<file path="src/rtl/isect_scan_sched_if.sv">
// isect_scan_sched_if: ray, triangle RAM, intersection unit and result signals of the scan scheduler
interface isect_scan_sched_if #(parameter int IDX_W = 16);
  logic             i_ray_valid;
  logic             o_ray_ready;
  logic [191:0]     i_ray;
  logic [IDX_W-1:0] i_tri_base;
  logic [IDX_W-1:0] i_num_tri;
  logic             o_mem_rd;
  logic [IDX_W-1:0] o_mem_addr;
  logic [287:0]     i_mem_rdata;
  logic             o_isect_en;
  logic [287:0]     o_isect_tri;
  logic [191:0]     o_isect_ray;
  logic             i_isect_valid;
  logic             i_isect_result;
  logic [31:0]      i_isect_t;
  logic             o_hit_valid;
  logic             i_hit_ready;
  logic             o_hit;
  logic [31:0]      o_hit_t;
  logic [IDX_W-1:0] o_hit_idx;
  logic [31:0]      o_busy_cycles;
  modport slave (
    input  i_ray_valid, i_ray, i_tri_base, i_num_tri, i_mem_rdata,
           i_isect_valid, i_isect_result, i_isect_t, i_hit_ready,
    output o_ray_ready, o_mem_rd, o_mem_addr, o_isect_en, o_isect_tri,
           o_isect_ray, o_hit_valid, o_hit, o_hit_t, o_hit_idx, o_busy_cycles
  );
  modport master (
    output i_ray_valid, i_ray, i_tri_base, i_num_tri, i_mem_rdata,
           i_isect_valid, i_isect_result, i_isect_t, i_hit_ready,
    input  o_ray_ready, o_mem_rd, o_mem_addr, o_isect_en, o_isect_tri,
           o_isect_ray, o_hit_valid, o_hit, o_hit_t, o_hit_idx, o_busy_cycles
  );
endinterface

</file>
<file path="src/rtl/isect_scan_sched.sv">
// isect_scan_sched: per-ray triangle scan scheduler, closest-hit reduction; ISECT_SCHED_PERF_EN adds busy-cycle counter
module isect_scan_sched #(
  parameter int               IDX_W = 16,
  parameter logic signed [31:0] MAX_T = 32'sh7fffffff
) (
  input logic i_clk,
  input logic i_rst,
  isect_scan_sched_if.slave bus
);
  typedef enum logic [1:0] {IDLE, ISSUE, DRAIN, DONE} state_t;
  state_t             state, state_nx;
  logic [191:0]       ray;
  logic [IDX_W-1:0]   base, num, issue_cnt, ret_cnt, best_idx;
  logic signed [31:0] best_t;
  logic               hit, isect_en, accept, scanning, ret_fire, better;
  assign accept   = state == IDLE && bus.i_ray_valid;
  assign scanning = state == ISSUE || state == DRAIN;
  // results past the requested count are dropped so they cannot disturb the reduction
  assign ret_fire = bus.i_isect_valid && scanning && ret_cnt != num;
  assign better   = ret_fire && bus.i_isect_result && $signed(bus.i_isect_t) < best_t;
  always_comb begin
    state_nx = state;
    unique case (state)
      IDLE:  state_nx = accept ? (bus.i_num_tri == '0 ? DONE : ISSUE) : IDLE;
      ISSUE: state_nx = issue_cnt == num - IDX_W'(1) ? DRAIN : ISSUE;
      DRAIN: state_nx = ret_cnt + IDX_W'(ret_fire) == num ? DONE : DRAIN;
      DONE:  state_nx = bus.i_hit_ready ? IDLE : DONE;
    endcase
  end
  always_ff @(posedge i_clk) begin
    if (i_rst) begin
      state     <= IDLE;
      isect_en  <= 1'b0;
      ray       <= '0;
      base      <= '0;
      num       <= '0;
      issue_cnt <= '0;
      ret_cnt   <= '0;
      best_t    <= MAX_T;
      best_idx  <= '0;
      hit       <= 1'b0;
    end else begin
      state    <= state_nx;
      isect_en <= state == ISSUE;
      if (accept) begin
        ray       <= bus.i_ray;
        base      <= bus.i_tri_base;
        num       <= bus.i_num_tri;
        issue_cnt <= '0;
        ret_cnt   <= '0;
        best_t    <= MAX_T;
        best_idx  <= '0;
        hit       <= 1'b0;
      end
      if (state == ISSUE) issue_cnt <= issue_cnt + IDX_W'(1);
      if (ret_fire) ret_cnt <= ret_cnt + IDX_W'(1);
      if (better) begin
        best_t   <= $signed(bus.i_isect_t);
        best_idx <= ret_cnt;
        hit      <= 1'b1;
      end
    end
  end
  assign bus.o_ray_ready = state == IDLE;
  assign bus.o_mem_rd    = state == ISSUE;
  assign bus.o_mem_addr  = base + issue_cnt;
  assign bus.o_isect_en  = isect_en;
  assign bus.o_isect_tri = bus.i_mem_rdata;
  assign bus.o_isect_ray = ray;
  assign bus.o_hit_valid = state == DONE;
  assign bus.o_hit       = hit;
  assign bus.o_hit_t     = best_t;
  assign bus.o_hit_idx   = best_idx;
`ifdef ISECT_SCHED_PERF_EN
  logic [31:0] busy;
  always_ff @(posedge i_clk) begin
    if (i_rst || accept) busy <= '0;
    else if (scanning && busy != '1) busy <= busy + 32'd1;
  end
  assign bus.o_busy_cycles = busy;
`else
  assign bus.o_busy_cycles = '0;
`endif
endmodule

</file>
<file path="src/flat_wrapper.sv">
// flat-port wrapper written by rule: the top's interface ports become plain ports
module isect_scan_sched_flat 
#(
  parameter int               IDX_W = 16,
  parameter logic signed [31:0] MAX_T = 32'sh7fffffff
)
  (i_clk, i_rst, bus_i_ray_valid, bus_i_ray, bus_i_tri_base, bus_i_num_tri, bus_i_mem_rdata, bus_i_isect_valid, bus_i_isect_result, bus_i_isect_t, bus_i_hit_ready, bus_o_ray_ready, bus_o_mem_rd, bus_o_mem_addr, bus_o_isect_en, bus_o_isect_tri, bus_o_isect_ray, bus_o_hit_valid, bus_o_hit, bus_o_hit_t, bus_o_hit_idx, bus_o_busy_cycles);
  isect_scan_sched_if #(.IDX_W(IDX_W)) bus_i ();
  input logic i_clk;
  input logic i_rst;
  input wire logic [$bits(bus_i.i_ray_valid)-1:0] bus_i_ray_valid;
  input wire logic [$bits(bus_i.i_ray)-1:0] bus_i_ray;
  input wire logic [$bits(bus_i.i_tri_base)-1:0] bus_i_tri_base;
  input wire logic [$bits(bus_i.i_num_tri)-1:0] bus_i_num_tri;
  input wire logic [$bits(bus_i.i_mem_rdata)-1:0] bus_i_mem_rdata;
  input wire logic [$bits(bus_i.i_isect_valid)-1:0] bus_i_isect_valid;
  input wire logic [$bits(bus_i.i_isect_result)-1:0] bus_i_isect_result;
  input wire logic [$bits(bus_i.i_isect_t)-1:0] bus_i_isect_t;
  input wire logic [$bits(bus_i.i_hit_ready)-1:0] bus_i_hit_ready;
  output wire logic [$bits(bus_i.o_ray_ready)-1:0] bus_o_ray_ready;
  output wire logic [$bits(bus_i.o_mem_rd)-1:0] bus_o_mem_rd;
  output wire logic [$bits(bus_i.o_mem_addr)-1:0] bus_o_mem_addr;
  output wire logic [$bits(bus_i.o_isect_en)-1:0] bus_o_isect_en;
  output wire logic [$bits(bus_i.o_isect_tri)-1:0] bus_o_isect_tri;
  output wire logic [$bits(bus_i.o_isect_ray)-1:0] bus_o_isect_ray;
  output wire logic [$bits(bus_i.o_hit_valid)-1:0] bus_o_hit_valid;
  output wire logic [$bits(bus_i.o_hit)-1:0] bus_o_hit;
  output wire logic [$bits(bus_i.o_hit_t)-1:0] bus_o_hit_t;
  output wire logic [$bits(bus_i.o_hit_idx)-1:0] bus_o_hit_idx;
  output wire logic [$bits(bus_i.o_busy_cycles)-1:0] bus_o_busy_cycles;
  assign bus_i.i_ray_valid = bus_i_ray_valid;
  assign bus_i.i_ray = bus_i_ray;
  assign bus_i.i_tri_base = bus_i_tri_base;
  assign bus_i.i_num_tri = bus_i_num_tri;
  assign bus_i.i_mem_rdata = bus_i_mem_rdata;
  assign bus_i.i_isect_valid = bus_i_isect_valid;
  assign bus_i.i_isect_result = bus_i_isect_result;
  assign bus_i.i_isect_t = bus_i_isect_t;
  assign bus_i.i_hit_ready = bus_i_hit_ready;
  assign bus_o_ray_ready = bus_i.o_ray_ready;
  assign bus_o_mem_rd = bus_i.o_mem_rd;
  assign bus_o_mem_addr = bus_i.o_mem_addr;
  assign bus_o_isect_en = bus_i.o_isect_en;
  assign bus_o_isect_tri = bus_i.o_isect_tri;
  assign bus_o_isect_ray = bus_i.o_isect_ray;
  assign bus_o_hit_valid = bus_i.o_hit_valid;
  assign bus_o_hit = bus_i.o_hit;
  assign bus_o_hit_t = bus_i.o_hit_t;
  assign bus_o_hit_idx = bus_i.o_hit_idx;
  assign bus_o_busy_cycles = bus_i.o_busy_cycles;
  isect_scan_sched #(.IDX_W(IDX_W), .MAX_T(MAX_T)) u_core (.i_clk(i_clk), .i_rst(i_rst), .bus(bus_i));
endmodule
</file>
<file path="config.mk">
export PLATFORM = sky130hd
export DESIGN_NAME = isect_scan_sched_flat
export DESIGN_NICKNAME = d
export VERILOG_FILES = /design/src/rtl/isect_scan_sched_if.sv /design/src/rtl/isect_scan_sched.sv /design/src/flat_wrapper.sv
export SDC_FILE = /design/constraint.sdc
export NUM_CORES = 1
export LEC_CHECK = 0
export ABC_AREA = 1
export ABC_CLOCK_PERIOD_IN_PS = 2700
export CAP_MARGIN = 30
export CELL_PAD_IN_SITES_DETAIL_PLACEMENT = 0
export CELL_PAD_IN_SITES_GLOBAL_PLACEMENT = 1
export CORE_AREA = 2 2 442 444
export CTS_CLUSTER_DIAMETER = 120
export CTS_CLUSTER_SIZE = 24
export DETAILED_ROUTE_END_ITERATION = 8
export DIE_AREA = 0 0 444 446
export GPL_ROUTABILITY_DRIVEN = 0
export PLACE_DENSITY = 0.41
export SYNTH_ARGS = -nofsm -noshare
export SYNTH_HDL_FRONTEND = slang
export SYNTH_SLANG_ARGS = --single-unit
</file>
<file path="constraint.sdc">
create_clock -name i_clk -period 2.7 [get_ports i_clk]
set_input_delay 0.27 -clock i_clk [delete_from_list [all_inputs] [get_ports i_clk]]
set_output_delay 0.27 -clock i_clk [all_outputs]
set_load 0.01 [all_outputs]
</file>
---- Word-level counts from Yosys, hierarchy flattened ----
Index checks and enable logic that the tools add are counted.
storage, ports and cells
  memory bits (read-only) ................. 0
  latch bits .............................. 0
  memory bits (writable) .................. 0
  bits in registers ....................... 308
  output and inout port bits .............. 581
  bits of input ports ..................... 550
  memories kept ........................... 0
cells by class
  muxes and demuxes ....................... 14
  bitwise logic cells ..................... 0
  multiply operators ...................... 0
  add/subtract/negate cells ............... 5
  div/mod/pow operators ................... 0
  shift operators ......................... 0
  reductions and logical operators ........ 11
  eq/ne operators ......................... 6
  magnitude comparators ................... 1
operators by type and width
  cell                                                                    number
  16-bit two-way mux                                                      4
  32-bit two-way mux                                                      2
  16-bit by 1-bit adder with 16-bit output (second input constant)        2
  16-bit equality test                                                    2
  32-bit less-than comparator                                             1
  16-bit by 1-bit adder with 16-bit output                                1
  16-bit adder                                                            1
  16-bit logical NOT                                                      1
  16-bit != test                                                          1
  16-bit by 1-bit subtractor with 16-bit output (second input constant)   1
  2-bit two-way mux                                                       4
  2-bit case mux with 4 select lines                                      1
  2-bit nonzero test                                                      3
  1-bit logical AND                                                       5
  2-bit equality test (second input constant)                             2
  1-bit two-way mux                                                       3
  2-bit by 1-bit equality test with 1-bit output (second input constant)  1
  2-bit logical NOT                                                       1
  1-bit logical OR                                                        1

---- Longest topological paths before layout ----
Gate-level depths: netlist of the first run.
  word-level depth ........................ 8
  gate-level depth with buffers ........... 27
  depth with buffers taken out ............ 25

---- Least setup slack after synthesis of the first run ----
Ideal clock, no wire load.
  path type ............................... register -> register
  start point ............................. reg u_core.ret_cnt[11]
  end point ............................... reg u_core.state[0]
  buffers on the path ..................... 3
  path slack .............................. -0.046 ns
  cell stages (with the launch flop) ...... 24
  arrival time ............................ 2.676 ns
  period minus slack after synthesis ...... 2.746 ns
  setup time .............................. 0.070 ns
  cells stage by stage .................... dfxtp_1 -> clkbuf_2 -> xnor2_1 -> nand4_1 -> nor2_1 -> nand2_1 -> nand3_2 -> buf_4 -> inv_2 -> buf_4 -> ha_1 -> ha_1 -> nand3_1 -> inv_1 -> nand2_1 -> o21ai_0 -> nand3b_1 -> nor2_1 -> nand2_1 -> nor2_1 -> nor2_1 -> nand2_1 -> nand2_1 -> a21oi_1
on the way
  word-level cells in the longest chain between the ends .. 6
RTL lines
  what                                          line                    RTL
  from (decl)                                   isect_scan_sched.sv:13  logic [IDX_W-1:0] base, num, issue_cnt, ret_cnt, best_idx;
  from (signal assigned)                        isect_scan_sched.sv:56  if (ret_fire) ret_cnt <= ret_cnt + IDX_W'(1);
  16-bit != test                                isect_scan_sched.sv:19  assign ret_fire = bus.i_isect_valid && scanning && ret_cnt != num;
  1-bit logical AND                             isect_scan_sched.sv:19
  16-bit by 1-bit adder with 16-bit output (*)  isect_scan_sched.sv:26  DRAIN: state_nx = ret_cnt + IDX_W'(ret_fire) == num ? DONE : DRAIN;
  16-bit equality test (*)                      isect_scan_sched.sv:26
  1-bit two-way mux (*)                         isect_scan_sched.sv:26
  2-bit case mux with 4 select lines (*)        isect_scan_sched.sv:23  unique case (state)
  to (signal assigned)                          isect_scan_sched.sv:43  state <= state_nx;
  to (decl)                                     isect_scan_sched.sv:11  state_t state, state_nx;
Every way passes the cells marked *; elsewhere a longest branch is shown, timed or not.
A chain may end at the register's enable or synchronous reset.

---- Final worst setup path of the first run ----
  start point ............................. reg u_core.issue_cnt[0]
  end point ............................... out bus_o_mem_addr[14]
on the way
  word-level cells in the longest chain between the ends .. 1
RTL lines
  what                    line                    RTL
  from (decl)             isect_scan_sched.sv:13
  from (signal assigned)  isect_scan_sched.sv:55  if (state == ISSUE) issue_cnt <= issue_cnt + IDX_W'(1);
  16-bit adder            isect_scan_sched.sv:66  assign bus.o_mem_addr = base + issue_cnt;
  to (decl)               flat_wrapper.sv:22      output wire logic [$bits(bus_i.o_mem_addr)-1:0] bus_o_mem_addr;
Every way passes these cells.

==> impl_metrics.toml, run 1 <==
[route]
viasPerCell = 2.99
vias = 15500
drt_iter0_drc = 656
antenna_left = 0
firstDrtPassIters = 4
totalWireLength_um = 91000
drt_drc_violations_left = 0
wl_per_cell_um = 17.5

[floorplanning]
placementRows = 162
die_w_um = 444
io_pins = 1131
die_h_um = 446
dieArea_um2 = 198000
coreArea_um2 = 194000
start_util = 0.0860

[final_layout]
layout_commonest_cell = "clkdlybuf4s50_1"
post_route_cells_drive_above_1_share = 0.131
nFillCells = 22400
multiInputGateArea_um2 = 7670
nets = 3228
syn2layout_area_growth_pct = 52.3
regArea_um2 = 6210
final_cell_mix = "506 x clkdlybuf4s50_1, 495 x nor2_1, 281 x dfxtp_1, 249 x nand2_1, 245 x o21ai_0"

[timing]
tns_ns = -1.25
worst_slack_ns = -0.357
rsz0062_at_grt = "yes"
hold_viol_final = 0
worst_clock_skew_ns = 0.0419
final_max_slew_viol_count = 0
max_freq_ghz = 0.327
max_slew_margin = 0.548
period_share = 1.13
setup_viol = 8
tightest_slew_ns = 0.670
final.min_clock_period_ns = 3.06

[job]
maxCapViolCount = 0

[synthesis]
syn_area_um2 = 16700
ys.flop_type = "dfxtp_1"
syn_avg_cell_area_um2 = 7.20
synth-edff-count = 0
synthArstFlopShare = 0
ys_ff_latch = 308
synth_cells = 2314
synth_top_cells_by_area = "dfxtp_1 37%, buf_4 15%, nor2_1 11%"
synth_top_area_cell = "dfxtp_1"
synth_cell_types = 45
synth_top_cell_area_share = 0.370
synth_warnings = 0
yosysSeqAreaShare = 0.370

[global_route]
antenna_found_initial = 12
grt_pass1_vias = 15600
grt.overflow.total = 0
track_usage = 0.0873
grt_max_degree = 87
grt_pass1_wl_um = 124000

[power_and_ir_drop]
peakVddDrop_uv = 529
p_leak_nw = 9.84
power_mw = 12.4
p_per_area_nw_per_um2 = 490

[worst_setup_path]
startpoint_type = "flip-flop"
rrSetupSlack_ns = 0.13
cp.buffers_inverters = 2
cp_max_fo = 2
critPathMaxStageDelay_ns = 0.38
worstPathArrival_ns = 2.79
cp.required_ns = 2.43
crit_family = "compound AO/OA/AOI/OAI gates"
cp-end-kind = "output pin"
path_cells = "ha_4 > inv_2 > fa_2 > o21ai_4 > a21oi_4 > o21ai_2 > nand3_1 > o211ai_1 > xor2_1 > clkbuf_16"
crit_slowest_cell = "dfxtp_4"
worstSetupPathType = "reg -> out"

[status]
violations = "setup timing"
status = "complete, but fails checks"

[placement]
port_buffers = 522
dp_hpwl_um = 71700

[cts]
clock_tree.buffer_depth = 3
htreeDepth = 1
path_clk_slew_ns = 0.11
cts.sinks = 308
cts_root_buf = "clkbuf_16"
cts_made_buffers = 27
cts_tree = "yes"
worstSkewPairLatency_ns = 0.70

[min_path]
hold_path_class = "in -> reg"
-- worst register-to-register path, delay by kind of cell, from the launching register on --
kind                     cells  cell delay [ns]
adder cells (fa/ha/maj)      1             0.17
XOR/XNOR                     2             0.29
AO/OA/AOI/OAI                1             0.13
flip-flops                   1             0.45
AND/OR/NAND/NOR             14             1.16
buffers and inverters        3             0.32
-- sequential cells by signal, indices dropped and copies added (netlist names) --
| name | flops |
|---|---|
| u_core.num | 16 |
| u_core.bus.o_hit | 1 |
| u_core.ret_cnt | 16 |
| u_core.bus.o_hit_t | 32 |
| u_core.bus.o_hit_idx | 16 |
| u_core.bus.o_isect_en | 1 |
| u_core.base | 16 |
| u_core.state | 2 |
| u_core.issue_cnt | 16 |
| u_core.bus.o_isect_ray | 192 |
-- synthesized netlist by cell type (2+ instances only) --
master,instances
ha_1,56
o31ai_1,5
o21ai_0,250
nand3_1,85
clkbuf_2,2
a21oi_1,91
xnor2_1,19
nor4_1,5
buf_2,14
inv_2,4
inv_1,142
clkbuf_1,87
o21ai_1,2
or2_2,3
nand3b_1,5
dfxtp_1,308
a211oi_1,3
xor2_1,29
nand3_2,12
nand2_1,263
nor2_1,501
a21o_1,2
nor3_1,5
o21bai_1,5
buf_1,6
buf_6,2
nand4_1,66
buf_4,325
-- area by class of cell --
type / count / share of cell area
inverter: 146 / 0.0223
clock inverter: 22 / 0.0139
tap: 2542 / 0.125
timing repair buffer: 683 / 0.264
multi-input combinational: 1455 / 0.302
clock buffer: 27 / 0.0266
antenna: 2 / 0.000197
sequential: 308 / 0.245
-- metrics by stage --
| step | instances | hold slack, ns | util | area [um2] | worst slack, ns |
|---|---|---|---|---|---|
| CTS | 5174 | 0.0818 | 0.129 | 25000 | -0.538 |
| detailed placement | 5119 | 0.471 | 0.122 | 23600 | -0.153 |
| global placement | 5119 | 0.461 | 0.122 | 23600 | -0.145 |
| finish | 5185 | 0.182 | 0.131 | 25400 | -0.357 |
| global route | 5184 | 0.146 | 0.131 | 25400 | -0.548 |
| floorplan | 2345 | 0.437 | - | 16800 | 0.0103 |
-- per-layer routing --
metal  vias up  routed length [um]  track usage
met1      7016               36200       0.0991
met2       668               39400        0.133
met3       130               13400       0.0606
met4        14                1550       0.0174
li1       7701                   -            -
met5         -                 333       0.0120
-- report_power, final --
group | switching [mW] | internal (mW) | total, mW
registers | 0.174 | 4.82 | 4.99
clock network | 2.70 | 2.17 | 4.87
logic | 1.31 | 1.25 | 2.57
total | 4.18 | 8.24 | 12.4
-- final timing paths --
check / startpoint / end / cells past startpoint
hold / removal: bus_i_ray[165] / u_core.bus.o_isect_ray[165]$_SDFFE_PP0P_ / 3
hold reg to reg: u_core.bus.o_hit_idx[2]$_SDFFE_PP0P_ / u_core.bus.o_hit_idx[2]$_SDFFE_PP0P_ / 2
setup / recovery: u_core.issue_cnt[0]$_SDFFE_PP0P_ / bus_o_mem_addr[14] / 10
setup reg to reg: u_core.num[13]$_SDFFE_PP0P_ / u_core.state[0]$_SDFF_PP0_ / 21
-- cell families (layout without fill, tap and decap cells) --
family,Yosys count,in the layout,synth area share
simple gates,953,953,0.240
buf+inv,582,878,0.207
other cells,1,34,0.000225
flops,308,308,0.370
compound gates,364,364,0.113
xor+xnor,49,49,0.0266
fa+ha+maj,57,57,0.0433
-- what timing repair did --
item | 4_1_cts | 5_1_grt
pin swaps | 16 | 38
resized for setup | 64 | 85
buffers inserted | 7 | 9
setup endpoints to repair | 16 | 12
hold buffers | 1 | 0
endpoints found under the hold margin | 8 | 0
Note: power is estimated with default switching activity, not from simulation.
==> inputs of run 2 (changes only) <==
- CTS_CLUSTER_DIAMETER: 120 -> 80
==> run 2 against run 1 <==
The run still ends with setup timing left. Register-to-register slack barely moved. Largest power group is now clock. First-iteration DRC count rose by 5.3%. Via count rose by 0.97%. Critical path depth did not move. Total power rose by 12%. Clock power rose by 31%. Critical endpoint unchanged. Clock-buffer cell count rose by 29.
==> impl_metrics.toml, run 2 (synthesized netlist as in run 1, its figures left out) <==
[min_path]
hold_path_class = "in -> reg"
hp-start = "i_rst"
hold_end = "u_core.bus.o_isect_ray[112]$_SDFFE_PP0P_"
min_path_cells = 4

[cts]
htreeDepth = 2
cts.sinks = 308
path_clk_slew_ns = 0.07
holdBufCountCts = 0
cts_made_buffers = 44
clock_tree.buffer_depth = 3
cts_tree = "yes"
worstSkewPairLatency_ns = 0.67
cts_root_buf = "clkbuf_16"

[final_layout]
layout_commonest_cell = "clkdlybuf4s50_1"
multiInputGateArea_um2 = 7640
syn2layout_area_growth_pct = 55.2
final_cell_mix = "506 x clkdlybuf4s50_1, 495 x nor2_1, 278 x dfxtp_1, 250 x nand2_1, 245 x o21ai_0"
postLayoutCoreUtil = 0.134
regArea_um2 = 6210
nFillCells = 22400
post_route_cells_drive_above_1_share = 0.141
design_area_um2 = 25900
nets = 3243
largest_reg_flops = 192

[global_route]
antenna_found_initial = 13
grt.overflow.total = 0
track_usage = 0.0884
grt_pass1_wl_um = 124000
grt_max_degree = 87
grt_pass1_vias = 15800

[power_and_ir_drop]
p_per_area_nw_per_um2 = 538
power_mw = 13.9
p_leak_nw = 10.1
peakVddDrop_uv = 398

[floorplanning]
dieArea_um2 = 198000
start_util = 0.0860
die_h_um = 446
io_pins = 1131
coreArea_um2 = 194000
die_w_um = 444
placementRows = 162

[worst_setup_path]
critPathMaxStageDelay_ns = 0.37
worstSetupPathType = "reg -> out"
r2r_start = "u_core.ret_cnt[15]$_SDFFE_PP0P_"
worstPathArrival_ns = 2.73
cp_max_fo = 2
rrSetupSlack_ns = 0.14
crit_slowest_cell = "dfxtp_4"
cp.required_ns = 2.43
startpoint_type = "flip-flop"
path_cells = "ha_4 > inv_2 > fa_2 > o21ai_4 > a21oi_4 > o21ai_2 > nand3_1 > o211ai_1 > xor2_1 > clkbuf_16"
cp-end-kind = "output pin"
rr_endpoint = "u_core.state[0]$_SDFF_PP0_"
r2r_cells = 21

[timing]
final.min_clock_period_ns = 3.00
max_slew_margin = 0.554
hold_viol_final = 0
tightest_slew_ns = 0.662
rsz0062_at_grt = "yes"
worst_clock_skew_ns = 0.0440
tns_ns = -0.828
final_max_slew_viol_count = 0
setup_viol = 7
period_share = 1.11
max_freq_ghz = 0.333
worst_slack_ns = -0.303

[route]
firstDrtPassIters = 4
wl_per_cell_um = 17.5
vias = 15700
drt_drc_violations_left = 0
drt_iter0_drc = 691
totalWireLength_um = 91300
antenna_left = 0
viasPerCell = 3.01

[job]
maxCapViolCount = 0

[placement]
post-place-ws_ns = -0.153
dp_hpwl_um = 71700
port_buffers = 522
postPlaceCellArea_um2 = 23600

[status]
violations = "setup timing"
status = "complete, but fails checks"
[run 2: timing repair]
item,CTS,global route
gates resized for setup,63,84
endpoints found under the setup margin,15,12
pin swaps,17,38
setup buffers,7,8
[run 2: routing by layer]
| layer | up-vias | share of wire | track usage |
|---|---|---|---|
| met5 | - | 0.0044 | 0.0132 |
| met4 | 20 | 0.024 | 0.0244 |
| met3 | 156 | 0.14 | 0.0615 |
| met2 | 684 | 0.43 | 0.133 |
| met1 | 7068 | 0.40 | 0.0985 |
| li1 | 7752 | - | - |
[run 2: worst max-delay path by stage]
stage,from,end,slack (ns),cells past startpoint
after floorplan,u_core.ret_cnt[12]$_SDFFE_PP0P_,u_core.state[0]$_SDFF_PP0_,0.01,24
after global placement,bus_i_isect_t[11],u_core.bus.o_hit_t[30]$_SDFFE_PP1P_,-0.15,14
after detailed placement,u_core.base[2]$_SDFFE_PP0P_,bus_o_mem_addr[15],-0.15,14
after CTS,u_core.issue_cnt[0]$_SDFFE_PP0P_,bus_o_mem_addr[14],-0.51,10
after global routing,u_core.issue_cnt[0]$_SDFFE_PP0P_,bus_o_mem_addr[14],-0.51,10
final,u_core.issue_cnt[0]$_SDFFE_PP0P_,bus_o_mem_addr[14],-0.30,10
[run 2: where the power goes]
group	switching, mW	internal (mW)	leakage, nW	total (mW)
Sequential	0.174	4.83	2.55	5.00
Combinational	1.31	1.25	6.78	2.56
Clock	2.80	3.55	0.765	6.36
Total	4.29	9.63	10.1	13.9
[run 2: critical path, delay by kind of cell (launching register included)]
family / cells / cell delay, ns
AOI/OAI and AO/OA: 4 / 0.60
adders and majority gates: 2 / 0.50
DFF: 1 / 0.37
xor gates and xnor gates: 1 / 0.25
buffers and inverters: 2 / 0.23
and+or+nand+nor: 1 / 0.11
[run 2: through the flow]
step / hold WS, ns / instances
floorplan: 0.437 / 2345
CTS: 0.0239 / 5206
finish: 0.0862 / 5215
global route: 0.0844 / 5214
global placement: 0.461 / 5119
detailed placement: 0.471 / 5119
[run 2: final cells by class]
type,count,share of cell area
well taps,2542,0.123
repair buffers,681,0.259
flip-flops and latches,308,0.240
clock inverters,26,0.0127
clock buffers,56,0.0478
inverters,146,0.0218
diodes,1,0.0000968
multi-input cells,1455,0.296
